## config.mk

```make
export PLATFORM = sky130hd
export DESIGN_NAME = spi_slave_core
export DESIGN_NICKNAME = d
export VERILOG_FILES = /design/src/rtl/spi_pkg.sv /design/src/rtl/sync_edge.sv /design/src/rtl/spi_slave_core.sv
export SDC_FILE = /design/constraint.sdc
export NUM_CORES = 1
export LEC_CHECK = 0
export ABC_AREA = 1
export CORE_ASPECT_RATIO = 0.5
export CORE_MARGIN = 2
export CORE_UTILIZATION = 49
export DETAILED_ROUTE_END_ITERATION = 10
export GPL_TIMING_DRIVEN = 0
export PLACE_DENSITY = 0.82
export RECOVER_POWER = 25
export SETUP_SLACK_MARGIN = 0.1
export SLEW_MARGIN = 25
export SYNTH_ARGS = -nofsm -noshare
export SYNTH_HDL_FRONTEND = slang
export SYNTH_HIERARCHICAL = 1
export SYNTH_SLANG_ARGS = --single-unit
```

## constraint.sdc

```tcl
create_clock -name clk_100 -period 1.6 [get_ports clk_100]
set_input_delay 0.16 -clock clk_100 [delete_from_list [all_inputs] [get_ports clk_100]]
set_output_delay 0.16 -clock clk_100 [all_outputs]
set_load 0.05 [all_outputs]
```

## src/rtl/spi_pkg.sv

```systemverilog
// rtl/spi_pkg.sv - shared constants and types for the SPI slave core
package spi_pkg;

  localparam int WORD_W_DEF      = 16;
  localparam int SYNC_STAGES_DEF = 2;
  localparam int CNT_W           = 5;

  typedef enum logic {
    ST_IDLE   = 1'b0,
    ST_ACTIVE = 1'b1
  } spi_state_e;

endpackage

```

## src/rtl/sync_edge.sv

```systemverilog
// rtl/sync_edge.sv - multi-flop synchronizer with rise/fall detection
module sync_edge #(
  parameter int   STAGES  = 2,
  parameter logic RST_VAL = 1'b0
) (
  input  logic clk_100,
  input  logic RSTn,
  input  logic din,
  output logic dout,
  output logic rise,
  output logic fall
);

  logic [STAGES-1:0] sync_q, sync_d;
  logic              hist_q, hist_d;

  always_comb begin
    sync_d[0] = din;
    for (int i = 1; i < STAGES; i++) begin
      sync_d[i] = sync_q[i-1];
    end
    hist_d = sync_q[STAGES-1];
  end

  always_ff @(posedge clk_100 or negedge RSTn) begin
    if (!RSTn) begin
      sync_q <= {STAGES{RST_VAL}};
      hist_q <= RST_VAL;
    end else begin
      sync_q <= sync_d;
      hist_q <= hist_d;
    end
  end

  assign dout = sync_q[STAGES-1];
  assign rise = dout & ~hist_q;
  assign fall = ~dout & hist_q;

endmodule

```

## src/rtl/spi_slave_core.sv

```systemverilog
// rtl/spi_slave_core.sv - SPI mode-0 slave, oversampled on clk_100
import spi_pkg::*;

module spi_slave_core #(
  parameter int WORD_W      = WORD_W_DEF,
  parameter int SYNC_STAGES = SYNC_STAGES_DEF
) (
  input  logic              clk_100,
  input  logic              RSTn,
  input  logic              SCK,
  input  logic              SPISIMO,
  output logic              SPISOMI,
  input  logic              SPISTE,
  input  logic [WORD_W-1:0] txd_data,
  output logic [WORD_W-1:0] rxd_data,
  output logic              rxd_flag,
  output logic              frame_err
);

  localparam logic [CNT_W-1:0] CNT_LAST = CNT_W'(WORD_W - 1);
  localparam logic [CNT_W-1:0] CNT_FULL = CNT_W'(WORD_W);
  localparam logic [CNT_W-1:0] ARM_MAX  = CNT_W'(SYNC_STAGES + 1);

  logic sck_rise, sck_fall, sck_lvl_unused;
  logic simo_lvl, simo_rise_unused, simo_fall_unused;
  logic ste_lvl, ste_rise, ste_fall;

  sync_edge #(.STAGES(SYNC_STAGES), .RST_VAL(1'b0)) u_sync_sck (
    .clk_100(clk_100), .RSTn(RSTn), .din(SCK),
    .dout(sck_lvl_unused), .rise(sck_rise), .fall(sck_fall)
  );

  sync_edge #(.STAGES(SYNC_STAGES), .RST_VAL(1'b0)) u_sync_simo (
    .clk_100(clk_100), .RSTn(RSTn), .din(SPISIMO),
    .dout(simo_lvl), .rise(simo_rise_unused), .fall(simo_fall_unused)
  );

  sync_edge #(.STAGES(SYNC_STAGES), .RST_VAL(1'b1)) u_sync_ste (
    .clk_100(clk_100), .RSTn(RSTn), .din(SPISTE),
    .dout(ste_lvl), .rise(ste_rise), .fall(ste_fall)
  );

  spi_state_e        state_q, state_d;
  logic [CNT_W-1:0]  cnt_q, cnt_d;
  logic [CNT_W-1:0]  arm_q, arm_d;
  logic [WORD_W-1:0] rx_sr_q, rx_sr_d;
  logic [WORD_W-1:0] tx_sr_q, tx_sr_d;
  logic [WORD_W-1:0] rxd_data_q, rxd_data_d;
  logic              somi_q, somi_d;
  logic              rxd_flag_q, rxd_flag_d;
  logic              frame_err_q, frame_err_d;

  always_comb begin
    state_d     = state_q;
    cnt_d       = cnt_q;
    arm_d       = arm_q;
    rx_sr_d     = rx_sr_q;
    tx_sr_d     = tx_sr_q;
    rxd_data_d  = rxd_data_q;
    somi_d      = somi_q;
    rxd_flag_d  = 1'b0;
    frame_err_d = 1'b0;

    // The STE synchronizer resets to "deselected"; only arm once that level has
    // truly propagated, so a select held low across reset cannot start a frame.
    if (arm_q != ARM_MAX) begin
      arm_d = ste_lvl ? arm_q + 1'b1 : '0;
    end

    case (state_q)
      ST_IDLE: begin
        somi_d = 1'b0;
        if (ste_fall && (arm_q == ARM_MAX)) begin
          state_d = ST_ACTIVE;
          tx_sr_d = txd_data;
          cnt_d   = '0;
          somi_d  = txd_data[WORD_W-1];
        end
      end
      ST_ACTIVE: begin
        if (ste_rise) begin
          state_d     = ST_IDLE;
          cnt_d       = '0;
          rx_sr_d     = '0;
          somi_d      = 1'b0;
          frame_err_d = (cnt_q != '0) && (cnt_q < CNT_FULL);
        end else if (sck_rise && (cnt_q < CNT_FULL)) begin
          rx_sr_d = {rx_sr_q[WORD_W-2:0], simo_lvl};
          cnt_d   = cnt_q + 1'b1;
          if (cnt_q == CNT_LAST) begin
            rxd_data_d = {rx_sr_q[WORD_W-2:0], simo_lvl};
            rxd_flag_d = 1'b1;
          end
        end else if (sck_fall) begin
          if (cnt_q == CNT_FULL) begin
            tx_sr_d = txd_data;
            cnt_d   = '0;
            somi_d  = txd_data[WORD_W-1];
          end else if (cnt_q != '0) begin
            tx_sr_d = tx_sr_q << 1;
            somi_d  = tx_sr_q[WORD_W-2];
          end
        end
      end
    endcase
  end

  always_ff @(posedge clk_100 or negedge RSTn) begin
    if (!RSTn) begin
      state_q     <= ST_IDLE;
      cnt_q       <= '0;
      arm_q       <= '0;
      rx_sr_q     <= '0;
      tx_sr_q     <= '0;
      rxd_data_q  <= '0;
      somi_q      <= 1'b0;
      rxd_flag_q  <= 1'b0;
      frame_err_q <= 1'b0;
    end else begin
      state_q     <= state_d;
      cnt_q       <= cnt_d;
      arm_q       <= arm_d;
      rx_sr_q     <= rx_sr_d;
      tx_sr_q     <= tx_sr_d;
      rxd_data_q  <= rxd_data_d;
      somi_q      <= somi_d;
      rxd_flag_q  <= rxd_flag_d;
      frame_err_q <= frame_err_d;
    end
  end

  assign SPISOMI   = somi_q;
  assign rxd_data  = rxd_data_q;
  assign rxd_flag  = rxd_flag_q;
  assign frame_err = frame_err_q;

endmodule
```

# After elaboration in Yosys (flattened, before gate mapping)
# Index checks and enable logic that the tools add are counted.
# totals
latch_bits	0
ff_bits	68
in_bits	21
n_memories	0
mem_bits_ro	0
out_inout_bits	19
ram_bits	0
# op_classes
multipliers	0
reduce_logical	10
add_sub_neg	2
bitwise	10
mux	32
magnitude_cmp	1
eq_ne	14
n_shift	0
n_div	0
# op_table
cell	count
15-bit 2-to-1 mux	8
5-bit 2-to-1 mux	6
15-bit one-hot mux with 2 select lines	1
1-bit 2-to-1 mux	14
5-bit by 1-bit adder with 5-bit output, second input constant	2
5-bit one-hot mux with 2 select lines	1
2-bit != test, second input constant	4
4-bit by 2-bit != test with 1-bit output, second input constant	2
3-bit != test, second input constant	2
1-bit NOT	6
3-bit AND reduction	2
5-bit by 2-bit == test with 1-bit output, second input constant	1
5-bit by 4-bit == test with 1-bit output, second input constant	1
5-bit == test, second input constant	1
5-bit less-than comparator, second input constant	1
5-bit by 2-bit != test with 1-bit output, second input constant	1
5-bit AND reduction	1
5-bit nonzero test	1
1-bit bitwise AND	4
4-bit by 3-bit != test with 1-bit output, second input constant	1
1-bit one-hot mux with 2 select lines	2
4-bit AND reduction	1
1-bit logical AND	3
3-bit by 1-bit != test with 1-bit output, second input constant	1
2 further kinds	2

# Logic depth before layout (Yosys ltp)
# logic_depth
word_depth	7
depth_mapped	11
ltp_nobuf	10

# Cells and area by module
# Netlist, hierarchy kept.
# by_module_without_submodules
module	seq_area_each_um2	instances	area_each_um2	cells_each
spi_slave_core	1501.4	1	2801.4	338
sync_edge (u_sync_sck ...)	75.1	2	90.1	7
sync_edge (u_sync_ste)	78.8	1	93.8	7

# Least setup slack after synthesis
# Ideal clock, no wire load.
# synth_timing
path_kind	reg2reg
startpoint	reg cnt_q[0]
endpoint	reg rxd_data_q[10], in the netlist rxd_data[10]
slack_ns	0.084
required_ns	1.533
arrival_time_ns	1.450
stages_incl_launch_ff	9
path_cell_list	dfrtp_1 > ha_1 > nand2_1 > nor2_1 > ha_1 > nand2_1 > clkbuf_1 > o21ai_0 > nand2_1
# synth_via
elab_chain_len	3
# synth_rtl
item	line	rtl
start: declaration	spi_slave_core.sv:44	logic [CNT_W-1:0] cnt_q, cnt_d;
start signal: assignment	spi_slave_core.sv:121	cnt_q <= cnt_d;
5-bit less-than comparator	spi_slave_core.sv:87	end else if (sck_rise && (cnt_q < CNT_FULL)) begin
1-bit logical AND	spi_slave_core.sv:87	
4-bit AND reduction (no line) *	--	
end signal: assignment	spi_slave_core.sv:125	rxd_data_q <= rxd_data_d;
end: declaration	spi_slave_core.sv:48	logic [WORD_W-1:0] rxd_data_q, rxd_data_d;
# Every way passes the cells marked *; elsewhere a longest branch is shown, timed or not.
# A chain may end at the register's enable or synchronous reset.

# Worst setup path after layout
# layout_timing
startpoint	reg u_sync_ste.sync_q[1]
endpoint	reg cnt_q[3]
# layout_lines
item	line	rtl
start: declaration	sync_edge.sv:14	logic [STAGES-1:0] sync_q, sync_d;
start signal: assignment	sync_edge.sv:27	sync_q <= {STAGES{RST_VAL}};
start signal: assignment	sync_edge.sv:30	sync_q <= sync_d;
1-bit bitwise AND *	sync_edge.sv:36	assign rise = dout & ~hist_q;
named net ste_rise	spi_slave_core.sv:26	logic ste_lvl, ste_rise, ste_fall;
4-bit by 2-bit != test with 1-bit output (no line) (tied with other cells)	--	
3-bit AND reduction (no line) or 5-bit one-hot mux with 2 select lines (tied branches)	--	
# The timed path passes the listed nets; every way through them passes the cells marked *.

==> results.ini <==
[outcome]
run_status=finished clean

[cts]
cts_num_sinks=68
ctsLongestPathBuffers=2
numCtsBuffers=9
h-tree-depth=3
clk_pin_slew_worst_paths_ps=50
clk-insertion-delay-late_ps=330
clock_tree.root_cell=clkbuf_16
cts_tree=yes

[critical_path]
worst-r2r-cell-count=9
critPathKind=register to register
path_buf_inv=2
slowest_delay_ps=550
crit_path_start_kind=register
path_common_cell=nand2_1
crit_cells=9
slowest_stage=dfstp_2
cp-end-kind=register
regToRegStartpoint=u_sync_ste/sync_q[1]
rrSetupSlack_ps=40
r2r-end=cnt_q[3]
crit_arrival_ps=1770
critPathRequiredTime_ps=1810
crit_chain=inv_1 > nor2_4 > nor2_4 > inv_4 > nor2_1 > o21ai_0 > nand2_1 > nand2_1 > nand2_1
crit_family=simple AND/OR/NAND/NOR gates
critical_path.max_fanout=9

[logic_synthesis]
syn_inst=354
synth_warnings=6
netlist_area_um2=3035
syn-mean-instance-area_um2=8.575
syn_nets=379

[placed_design]
dp_hpwl_um=3868
finalWeightedCongestion=0.8666
dp.cells=482
place_worst_setup_slack_ps=-124.8
dpl-instance-area_um2=3562
portBuffers=39

[route]
routed_wl_um=6681
vias_per_cell=4.950
drcViolationCount=0
wire_per_inst_um=12.80
antenna_left=0
firstDrtPassIters=5
drt_iter0_markers=260
vias=2584

[finish]
fin_cells=522
fin_area_um2=4177
mostFrequentLayoutCells=121 x nand2_1, 65 x dfrtp_1, 32 x inv_1
drive_gt1_share_pct=22.12
layout.nets=454
layout-area-overhead-vs-synth_pct=37.59
final_common_cell=nand2_1
antenna_cells=0

[power_and_ir_drop]
ir_drop_v=0.0005687
pwr-share-clk_pct=34.7
leakage_nw=2.207
switching_power_w=0.001764
fin_total_pwr_w=0.005640
swShare_pct=31.27
combPwrFrac_pct=26.9
p_per_area_nw_per_um2=1350
pwr-share-seq_pct=38.4
internal_power_w=0.003876

[floorplanning]
start_util_pct=50.33
ioPinCount=40
dieArea_um2=6879
dieWidth_um=115.3
die_h_um=59.66
rows=20
core_um2=6031

[worst_hold_path]
whs_endpoint=u_sync_sck/sync_q[1]
whs_path_depth=0
hold_class=register to register
hp-start=u_sync_sck/sync_q[0]

[timing]
fmax_mhz=642.8
finalSetupViolations=0
fin_ws_ps=44.42
fin_crit_sh_pct=97.22
clock_skew_ps=5.285
hold_viol_final=0
period_needed_ps=1556
relSlewSlack_pct=47.21
rsz0062_at_grt=true
maxSlewViolCount=0
worstMarginPinSlew_ps=791.8

[global_routing]
grt_pass1_vias=2240
antenna_found_initial=0
grt_max_degree=57
grt_pass1_wl_um=10340
gr-total-overflow=0
grt_util_all_layers_pct=19.78

[flow_run]
max-cap-violations=0

state kept, by name, summed over array words and instances (netlist names), 2 cells and up:
signal and count:
cnt_q 5, tx_sr_q 15, u_sync_simo/sync_q 2, rxd_data 16, u_sync_ste/sync_q 2, u_sync_sck/sync_q 2, arm_q 5, rx_sr_q 15
worst max-delay path by stage:
stage                    startpoint           end  slack [ps]
2_1_floorplan              cnt_q[0]  rxd_data[10]         110
3_3_place_gp                   RSTn    tx_sr_q[9]       -1830
3_5_place_dp   u_sync_ste/sync_q[1]   rxd_data[5]        -120
4_1_cts                    cnt_q[1]  rxd_data[15]          50
5_1_grt                    cnt_q[2]      cnt_q[1]        -110
6_report       u_sync_ste/sync_q[1]      cnt_q[3]          40
metrics by stage:
step / hold slack (ps) / utilization, % / setup TNS [ps]
detailed placement: 21.20 / 59.07 / -1436
global route: 358.9 / 69.25 / -1033
global placement: 332.2 / 58.65 / -122840
finish: 350.1 / 69.25 / 0
floorplan: -135.6 / - / 0
CTS: 215.2 / 67.63 / 0
power groups by stage:
| stage | clock (W) | sequential [W] | combinational, W |
|---|---|---|---|
| 3_3_place_gp | 0 | 0.00217 | 0.00116 |
| 6_report | 0.00196 | 0.00217 | 0.00152 |
| 5_1_grt | 0.00208 | 0.00219 | 0.00167 |
| 4_1_cts | 0.00198 | 0.00216 | 0.00137 |
| 3_5_place_dp | 0 | 0.00218 | 0.00119 |
| 2_1_floorplan | 0 | 0.00217 | 0.000868 |
routing by layer:
| metal | vias up | track usage (%) | part of all wire, % | routed length, um |
|---|---|---|---|---|
| li1 | 1277 | - | - | - |
| met1 | 1243 | 27.09 | 48 | 3228 |
| met2 | 49 | 29.99 | 46 | 3060 |
| met3 | 15 | 4.462 | 3.6 | 238 |
| met4 | 0 | 10.33 | 2.3 | 154 |
| met5 | - | 0 | 0 | 0 |
repair_timing:
| item | CTS | global route |
|---|---|---|
| setup endpoints to repair | 64 | 49 |
| hold endpoints to repair | 68 | 0 |
| gates cloned | 3 | 1 |
| gates resized for setup | 52 | 29 |
| hold buffers | 1 | 0 |
| pin swaps | 11 | 9 |
| buffers inserted | 14 | 5 |
final cells by class:
cell class                 count  area (um2)
clock inverter                 6       63.81
multi-input combinational    236        1222
sequential                    68        1705
fill                         405        1854
tap                           88       110.1
timing repair buffer          64       595.6
clock buffer                  10       239.0
buffer                        11       88.84
inverter                      39       151.4
Note: power is estimated with default switching activity, not from simulation.
